`src/rtl/rf_pkg.sv`:
```
// rf_pkg: FunSel codes and the per-cell next-value function for param_register_file
package rf_pkg;
  localparam int MAXW = 64;
  localparam logic [2:0] FS_DEC  = 3'b000;
  localparam logic [2:0] FS_INC  = 3'b001;
  localparam logic [2:0] FS_LOAD = 3'b010;
  localparam logic [2:0] FS_CLR  = 3'b011;
  localparam logic [2:0] FS_ROL  = 3'b100;
  localparam logic [2:0] FS_ROR  = 3'b101;
  localparam logic [2:0] FS_LSL  = 3'b110;
  localparam logic [2:0] FS_ASR  = 3'b111;
  // Values are carried in MAXW bits and masked to w bits so one function serves any width up to MAXW
  function automatic logic [MAXW-1:0] rf_next(input logic [2:0] fs, input logic [MAXW-1:0] v,
                                              input logic [MAXW-1:0] d, input int unsigned w);
    logic [MAXW-1:0] m;
    logic [MAXW-1:0] msb;
    m = (MAXW'(1) << w) - MAXW'(1);
    msb = MAXW'(1) << (w - 1);
    case (fs)
      FS_DEC:  return (v - MAXW'(1)) & m;
      FS_INC:  return (v + MAXW'(1)) & m;
      FS_LOAD: return d & m;
      FS_CLR:  return '0;
      FS_ROL:  return ((v << 1) | (v >> (w - 1))) & m;
      FS_ROR:  return (v >> 1) | ((v & MAXW'(1)) << (w - 1));
      FS_LSL:  return (v << 1) & m;
      default: return (v >> 1) | (v & msb);
    endcase
  endfunction
endpackage

```
`src/rtl/rf_cell.sv`:
```
// rf_cell: one live register with FunSel update, restore load and a shadow flop
module rf_cell
  import rf_pkg::*;
#(
  parameter int WIDTH = 16
) (
  input  logic             Clock,
  input  logic             Reset,
  input  logic             i_en_n,
  input  logic [2:0]       i_fun_sel,
  input  logic [WIDTH-1:0] i_data,
  input  logic             i_save,
  input  logic             i_restore,
  output logic [WIDTH-1:0] o_q
);
  logic [WIDTH-1:0] r_live;
  logic [WIDTH-1:0] r_shadow;
  logic [WIDTH-1:0] w_next;
  assign w_next = WIDTH'(rf_next(i_fun_sel, MAXW'(r_live), MAXW'(i_data), WIDTH));
  assign o_q = r_live;
  // Restore beats FunSel; save and restore together swap because both read pre-edge values
  always_ff @(posedge Clock) begin
    if (Reset) begin
      r_live <= '0;
      r_shadow <= '0;
    end else begin
      r_live <= i_restore ? r_shadow : (i_en_n ? r_live : w_next);
      r_shadow <= i_save ? r_live : r_shadow;
    end
  end
endmodule

```
`src/rtl/param_register_file.sv`:
```
// param_register_file: parametrised R/S register file with shadow bank; RF_BYPASS_EN adds load write-through on reads
module param_register_file
  import rf_pkg::*;
#(
  parameter int WIDTH = 16,
  parameter int NUM_R = 4,
  parameter int NUM_S = 4,
  localparam int SELW = $clog2(NUM_R + NUM_S)
) (
  input  logic             Clock,
  input  logic             Reset,
  input  logic [WIDTH-1:0] I,
  input  logic [2:0]       FunSel,
  input  logic [NUM_R-1:0] RegSel,
  input  logic [NUM_S-1:0] ScrSel,
  input  logic [SELW-1:0]  OutASel,
  input  logic [SELW-1:0]  OutBSel,
  input  logic             Save,
  input  logic             Restore,
  output logic [WIDTH-1:0] OutA,
  output logic [WIDTH-1:0] OutB
);
  localparam int N = NUM_R + NUM_S;
  localparam int M = 2 ** SELW;
  logic [N-1:0]     w_cat;
  logic [WIDTH-1:0] w_rd [M];
  assign w_cat = {RegSel, ScrSel};
`ifdef RF_BYPASS_EN
  logic [M-1:0] w_byp;
`endif
  for (genvar k = 0; k < M; k++) begin : g_cell
    if (k < N) begin : g_live
      rf_cell #(.WIDTH(WIDTH)) u_cell (
        .Clock     (Clock),
        .Reset     (Reset),
        .i_en_n    (w_cat[N-1-k]),
        .i_fun_sel (FunSel),
        .i_data    (I),
        .i_save    (Save),
        .i_restore (Restore),
        .o_q       (w_rd[k])
      );
`ifdef RF_BYPASS_EN
      assign w_byp[k] = !w_cat[N-1-k] && FunSel == FS_LOAD && !Restore;
`endif
    end else begin : g_pad
      assign w_rd[k] = '0;
`ifdef RF_BYPASS_EN
      assign w_byp[k] = 1'b0;
`endif
    end
  end
`ifdef RF_BYPASS_EN
  assign OutA = w_byp[OutASel] ? I : w_rd[OutASel];
  assign OutB = w_byp[OutBSel] ? I : w_rd[OutBSel];
`else
  assign OutA = w_rd[OutASel];
  assign OutB = w_rd[OutBSel];
`endif
endmodule

```
`config.mk`:
```
export PLATFORM = sky130hd
export DESIGN_NAME = param_register_file
export DESIGN_NICKNAME = d
export VERILOG_FILES = /design/src/rtl/rf_pkg.sv /design/src/rtl/rf_cell.sv /design/src/rtl/param_register_file.sv
export SDC_FILE = /design/constraint.sdc
export NUM_CORES = 1
export LEC_CHECK = 0
export CAP_MARGIN = 20
export CORE_MARGIN = 2
export CORE_UTILIZATION = 45
export CTS_CLUSTER_DIAMETER = 50
export DETAILED_ROUTE_END_ITERATION = 8
export PLACE_DENSITY_LB_ADDON = 0.08
export SYNTH_ARGS = -nofsm -noshare
export SYNTH_HDL_FRONTEND = slang
export SYNTH_SLANG_ARGS = --single-unit
```
`constraint.sdc`:
```
create_clock -name Clock -period 9.8 [get_ports Clock]
set_input_delay 2.45 -clock Clock [delete_from_list [all_inputs] [get_ports Clock]]
set_output_delay 2.45 -clock Clock [all_outputs]
set_load 0.005 [all_outputs]
```
Word-level counts from Yosys, hierarchy flattened
Cells that the tools add are included.
{"block": "op_classes", "n_addsub": 16, "n_lt_le_gt_ge": 2, "n_eq_ne": 14, "n_mux": 30, "bitwise": 26, "reduce_logical": 1}
{"cell": "16-bit one-hot mux with 7 select lines", "count": 8}
{"cell": "16-bit 2-to-1 mux", "count": 20}
{"cell": "15-bit by 16-bit bitwise OR with 16-bit output", "count": 16}
{"cell": "16-bit by 1-bit adder with 16-bit output (second input constant)", "count": 8}
{"cell": "16-bit by 1-bit bitwise OR with 16-bit output", "count": 8}
{"cell": "16-bit by 1-bit subtractor with 16-bit output (second input constant)", "count": 8}
{"cell": "16-bit binary-select mux with 3-bit select", "count": 2}
{"cell": "2-bit by 1-bit inequality test with 1-bit output (second input constant)", "count": 8}
{"cell": "3-bit == test (second input constant)", "count": 3}
{"cell": "4-bit >= comparator (second input constant)", "count": 2}
{"cell": "3-bit inverter with 4-bit output", "count": 2}
{"cell": "3-bit by 2-bit == test with 1-bit output (second input constant)", "count": 2}
{"cell": "3-bit by 1-bit == test with 1-bit output (second input constant)", "count": 1}
{"cell": "3-bit zero test", "count": 1}
{"block": "totals", "reg_bits": 256, "inputBits": 37, "output_inout_bits": 32, "wordCells": 105}

Depth between registers and ports, before layout
{"block": "logic_depth", "word_depth": 4, "depth_mapped": 12, "mapped_depth_nobuf": 11}

Hierarchy
A second synthesis with hierarchy kept.
{"block": "unflattened", "cells_unflattened": 2741, "area_unflattened_um2": 22526.6}
{"mod": "rf_cell at g_cell[2].g_live.u_cell ...", "instances": 5, "cells_per_inst": 333, "area_each_um2": 2558.7, "seq_area_each_um2": 640.6}
{"mod": "rf_cell at g_cell[0].g_live.u_cell ...", "instances": 2, "cells_per_inst": 314, "area_each_um2": 2493.6, "seq_area_each_um2": 640.6}
{"mod": "rf_cell at g_cell[7].g_live.u_cell", "instances": 1, "cells_per_inst": 334, "area_each_um2": 2603.7, "seq_area_each_um2": 640.6}
{"mod": "param_register_file", "instances": 1, "cells_per_inst": 114, "area_each_um2": 2142.1, "seq_area_each_um2": 0.0}

Worst setup path before layout
No wires, ideal clock.
{"block": "synth_path", "path_kind": "input to register", "startpoint": "input port FunSel[2]", "endpoint": "register g_cell[7].g_live.u_cell.r_live[8]", "setup_ns": 0.118, "arrival_time_ns": 8.010, "t_required_ns": 9.682, "slack_ns": 1.671, "cell_stages": 11, "path_buffers": 1, "path_cell_list": "buf_2 > nor2_1 > nand2_1 > fa_1 > a221o_1 > a31oi_1 > o21a_2 > xnor2_1 > a221o_1 > a221oi_2 > nor2_1"}
{"block": "synth_between", "elab_chain_len": 4, "word_cells_on_any_way": 10, "classes_between": "6 x eq/ne; 3 x mux; 1 x reduce/logical"}
{"element": "start: declaration", "line_no": "param_register_file.sv:13", "rtl": "input logic [2:0] FunSel,"}
{"element": "3-bit == test (tied with other cells)", "line_no": "rf_pkg.sv:19", "rtl": "case (fs)"}
{"element": "16-bit one-hot mux with 7 select lines (*)", "line_no": "rf_pkg.sv:19"}
{"element": "16-bit 2-to-1 mux (*) (2 in a row)", "line_no": "rf_cell.sv:27", "rtl": "r_live <= i_restore ? r_shadow : (i_en_n ? r_live : w_next);"}
{"element": "end signal: assignment", "line_no": "rf_cell.sv:27"}
{"element": "end: declaration", "line_no": "rf_cell.sv:16", "rtl": "logic [WIDTH-1:0] r_live;"}
Every way passes the cells marked *; elsewhere a longest branch is shown, timed or not. The select of a mux whose other input is x is not followed.
A chain may end at the register's enable or synchronous reset.

Worst setup path after layout
{"block": "layout_path", "startpoint": "input port OutBSel[0]", "endpoint": "output port OutB[5]"}
{"block": "layout_between", "elab_chain_len": 4}
{"element": "start: declaration", "line_no": "param_register_file.sv:17", "rtl": "input logic [SELW-1:0] OutBSel,"}
{"element": "3-bit inverter with 4-bit output (implied by the code)", "line_no": "param_register_file.sv:58", "rtl": "assign OutB = w_rd[OutBSel];"}
{"element": "16-bit binary-select mux with 3-bit select", "line_no": "param_register_file.sv:58"}
{"element": "16-bit 2-to-1 mux (implied by the code) (2 in a row)", "line_no": "param_register_file.sv:58"}
{"element": "end: declaration", "line_no": "param_register_file.sv:21", "rtl": "output logic [WIDTH-1:0] OutB"}
No other way between the ends. The select of a mux whose other input is x is not followed.

==> summary.md <==
| Metric | Value |
|---|---|
| Outcome | `completed` |
| Gr ovfl total | `0` |
| Root Buffer | `clkbuf_16` |
| WHS | `457.1 ps` |
| Classification of the worst setup path | `primary input to output pin` |
| Pwr/cell area | `168.5 mW/mm^2` |
| Share of the clock period used by the worst path | `0.7264` |
| Post-Syn Area | `0.02044 sq mm` |
| Mux share of post-synthesis cell area | `0.1935` |
| Final min period | `7119 ps` |
| Initial Util | `0.4534` |
| Post-synthesis compound-gate area fraction | `0.2327` |
| Ranking of synthesized cells by area | `dfxtp_1 (25%), ha_1 (8.3%), mux4_2 (7.1%)` |
| Max-Cap Viols | `0` |
| Crit. End Element | `output pin` |
| I/O pin cnt | `69` |
| Worst setup SP type | `primary input` |
| # DRC | `0` |
| Critical R2R Capture | `g_cell[6].g_live.u_cell.o_q[10]$_SDFFE_PP0N_` |
| Post-synthesis sequential area ratio | `0.2507` |
| Commonest cells in the netlist | `nor2_1 (384), a21oi_1 (260), dfxtp_1 (256), nand2_1 (190), mux2i_1 (141)` |
| CP Depth | `4` |
| CP delay by family, top | `buffers and inverters` |
| # rows | `78` |
| Initial DRC count | `2272` |
| Primary FF master, synth | `dfxtp_1` |
| Setup Viol. Count Final | `0` |
| Clock network power share | `0.440` |
| Post-CTS Setup Repair Bufs | `0` |
| Vias | `19730` |
| Dominant cell type by area after synthesis | `dfxtp_1` |
| CTS tree | `done` |
| WP data required | `7350 ps` |
| Global-route wire length before repair | `115.3 mm` |
| Max stage delay cell, worst path | `buf_2` |
| Reg2Reg Depth | `9` |
| Clk slew on worst S/H paths | `60 ps` |
| Hold crit path type | `flip-flop to flip-flop` |
| Seq cells post-synth | `256` |
| # nets final | `2636` |
| Post-CTS sizing | `0` |
| CTS sink cnt | `256` |
| Comb power frac | `0.251` |
| Clk buf depth | `3` |
| Hold Startpoint | `g_cell[7].g_live.u_cell.r_shadow[0]$_SDFFE_PP0P_` |
| Pre-CTS setup slack | `2370 ps` |
| DPL Wire Length | `50.28 mm` |
| WL per Instance | `24.55 um` |
| CP endpoint | `OutB[5]` |
| DIE AREA | `0.04715 sq mm` |
| Setup Skew | `20.62 ps` |
| P&R area growth vs syn | `12.98%` |
| Core Region | `0.04509 sq mm` |
| Post-synth EDFFs | `0` |
| Share of layout cells above drive strength 1 | `0.1052` |
| Syn Inst Count | `2483` |
| Max_slew headroom | `0.2273` |
| Final hold viol count | `0` |
| ANT nets after route | `0` |
| Slowest stage delay, CP | `770 ps` |
| Height of the die | `217.1 um` |
| Xor/xnor share of the synthesized area | `0.04113` |
| Total GRT Usage | `0.3182` |
| FFs w/ async S/R, synth | `0` |
| Slew @ Worst Pin | `1159 ps` |
| Hold buffers post-CTS | `0` |
| Switching part of the total | `0.3283` |
| Sw Pwr | `1.277 mW` |
| Arrival @ worst endpoint | `4670 ps` |
| CTS buffer count | `44` |
| Maximum level of the CTS H-tree | `2` |
| Worst r2r src | `g_cell[6].g_live.u_cell.o_q[0]$_SDFFE_PP0N_` |
| Main combinational cell family by area after synthesis | `compound AO/OA/AOI/OAI gates` |
| Synth top area share | `0.2507` |
| DR pass1 iterations | `6` |
| Post-synthesis average cell area | `8.232 sq um` |
| Count leader, synth | `nor2_1` |
| Die Width | `217.1 um` |
| Pint | `2.613 mW` |
| ANT cells | `0` |
| Largest net degree at the start of global routing | `91` |
| Worst VDD drop | `118.9 uV` |
| Simple-Gate Fraction of Synth Area | `0.1534` |
| Initial antenna violation count | `1` |
| Setup TNS | `0 ps` |
| Final slew viol count | `0` |
| Leakage | `9.477 nW` |
| Sequential share of power | `0.309` |
| Number of I/O port buffers | `68` |
| Crit-path cells | `buf_2 > mux4_2 > mux2_2 > clkdlybuf4s50_1` |
| Ys Warns | `0` |
| Fin worst setup slack | `2681 ps` |
| Worst path buffer plus inverter count | `2` |
| Vias in the first global route | `18160` |
| Aggregate routed wire length | `75.87 mm` |
| Worst skew pair latency | `580 ps` |
| Critical path peak fanout | `32` |
| RD Place Congestion | `0.9311` |
| Synth Net Count | `2664` |
| Synth unique cells | `78` |
| Vias per cell | `6.384` |
| Synth Area in Adders | `0.09108` |
| Fmax | `0.1405 GHz` |
| Worst Setup SP | `OutBSel[0]` |
| RSZ-0062 raised after global routing | `false` |
| Reg2Reg Setup Slack | `6900 ps` |
logic make-up (layout without fill, tap and decap cells):
group,after synthesis,after routing
muxes,303,303
adders and majority gates,144,144
xor gates and xnor gates,96,96
AOI/OAI and AO/OA,748,748
DFF,256,256
buffers and inverters,197,204
and+or+nand+nor,739,739
sequential cells by signal, indices dropped and copies added, names as in the netlist:
name,flops
g_cell.g_live.u_cell.o_q,128
g_cell.g_live.u_cell.r_shadow,128
how the worst min path moves through the flow:
stage                                                             end  slack (ps)  cells past startpoint
after floorplan           g_cell[0].g_live.u_cell.o_q[0]$_SDFFE_PP0N_         430                      2
after global placement    g_cell[0].g_live.u_cell.o_q[0]$_SDFFE_PP0N_         440                      2
after detailed placement  g_cell[5].g_live.u_cell.o_q[0]$_SDFFE_PP0N_         450                      2
after CTS                 g_cell[2].g_live.u_cell.o_q[0]$_SDFFE_PP0N_         460                      2
after global routing      g_cell[5].g_live.u_cell.o_q[0]$_SDFFE_PP0N_         480                      2
final                     g_cell[7].g_live.u_cell.o_q[0]$_SDFFE_PP0P_         460                      2
layer usage:
metal | vias up | wire length (um) | GRT usage
met2 | 918 | 31640 | 0.4620
met3 | 129 | 6170 | 0.04682
met5 | - | 16 | 0
met1 | 9518 | 35630 | 0.4794
met4 | 2 | 2418 | 0.1032
li1 | 9161 | - | -
layout by cell type, fill, tap and decap left out, types with 8 or more instances in the layout:
cell type,instances
a2111oi_0,23
a211oi_1,27
a21o_1,47
a21oi_1,260
a221o_1,14
a221oi_1,57
a22oi_1,15
a31oi_1,19
and2_1,18
and3_1,13
buf_4,28
bufinv_16,8
clkbuf_16,45
clkdlybuf4s50_1,59
dfxtp_1,256
fa_1,8
ha_1,136
inv_1,23
mux2_1,41
mux2_2,57
mux2i_1,141
mux4_2,64
nand2_1,189
nand2b_1,10
nand3_1,32
nor2_1,382
nor2b_1,18
nor3_1,32
o211ai_1,18
o21a_1,14
o21ai_0,83
o21ai_1,89
o22ai_1,20
or3_1,9
xnor2_1,41
xor2_1,55
layout make-up:
type,count,area [sq um]
Clock buffer,53,1206
Clock inverter,28,392.9
Fill cell,4317,21990
Inverter,25,93.84
Multi-Input combinational cell,2030,14590
Sequential cell,256,5125
Tap cell,600,750.7
Timing Repair Buffer,98,937.1
through the flow:
stage / std cells / total power, mW / utilization / area [sq um]
floorplan: 2483 / 1.881 / - / 20440
global placement: 3006 / 2.158 / 0.4754 / 21430
detailed placement: 3006 / 2.170 / 0.4754 / 21430
CTS: 3087 / 3.886 / 0.5109 / 23030
global route: 3090 / 4.048 / 0.5122 / 23090
finish: 3090 / 3.890 / 0.5122 / 23090
power groups by stage:
stage / Clock, mW / Combinational, mW / Sequential (mW)
2_1_floorplan: 0 / 0.716 / 1.16
3_3_place_gp: 0 / 0.940 / 1.22
3_5_place_dp: 0 / 0.950 / 1.22
4_1_cts: 1.73 / 0.958 / 1.20
5_1_grt: 1.77 / 1.07 / 1.21
6_report: 1.71 / 0.977 / 1.20
worst register-to-register path, stage by stage, from the launching register on:
cell,delay (ps)
dfxtp_1,470
fa_1,550
nand3_1,100
nand2_1,90
a31oi_1,320
o21ai_1,150
o41ai_2,480
xnor2_1,190
a21oi_1,80
a2111oi_0,340
No activity file was read; power rests on OpenSTA's default activity.
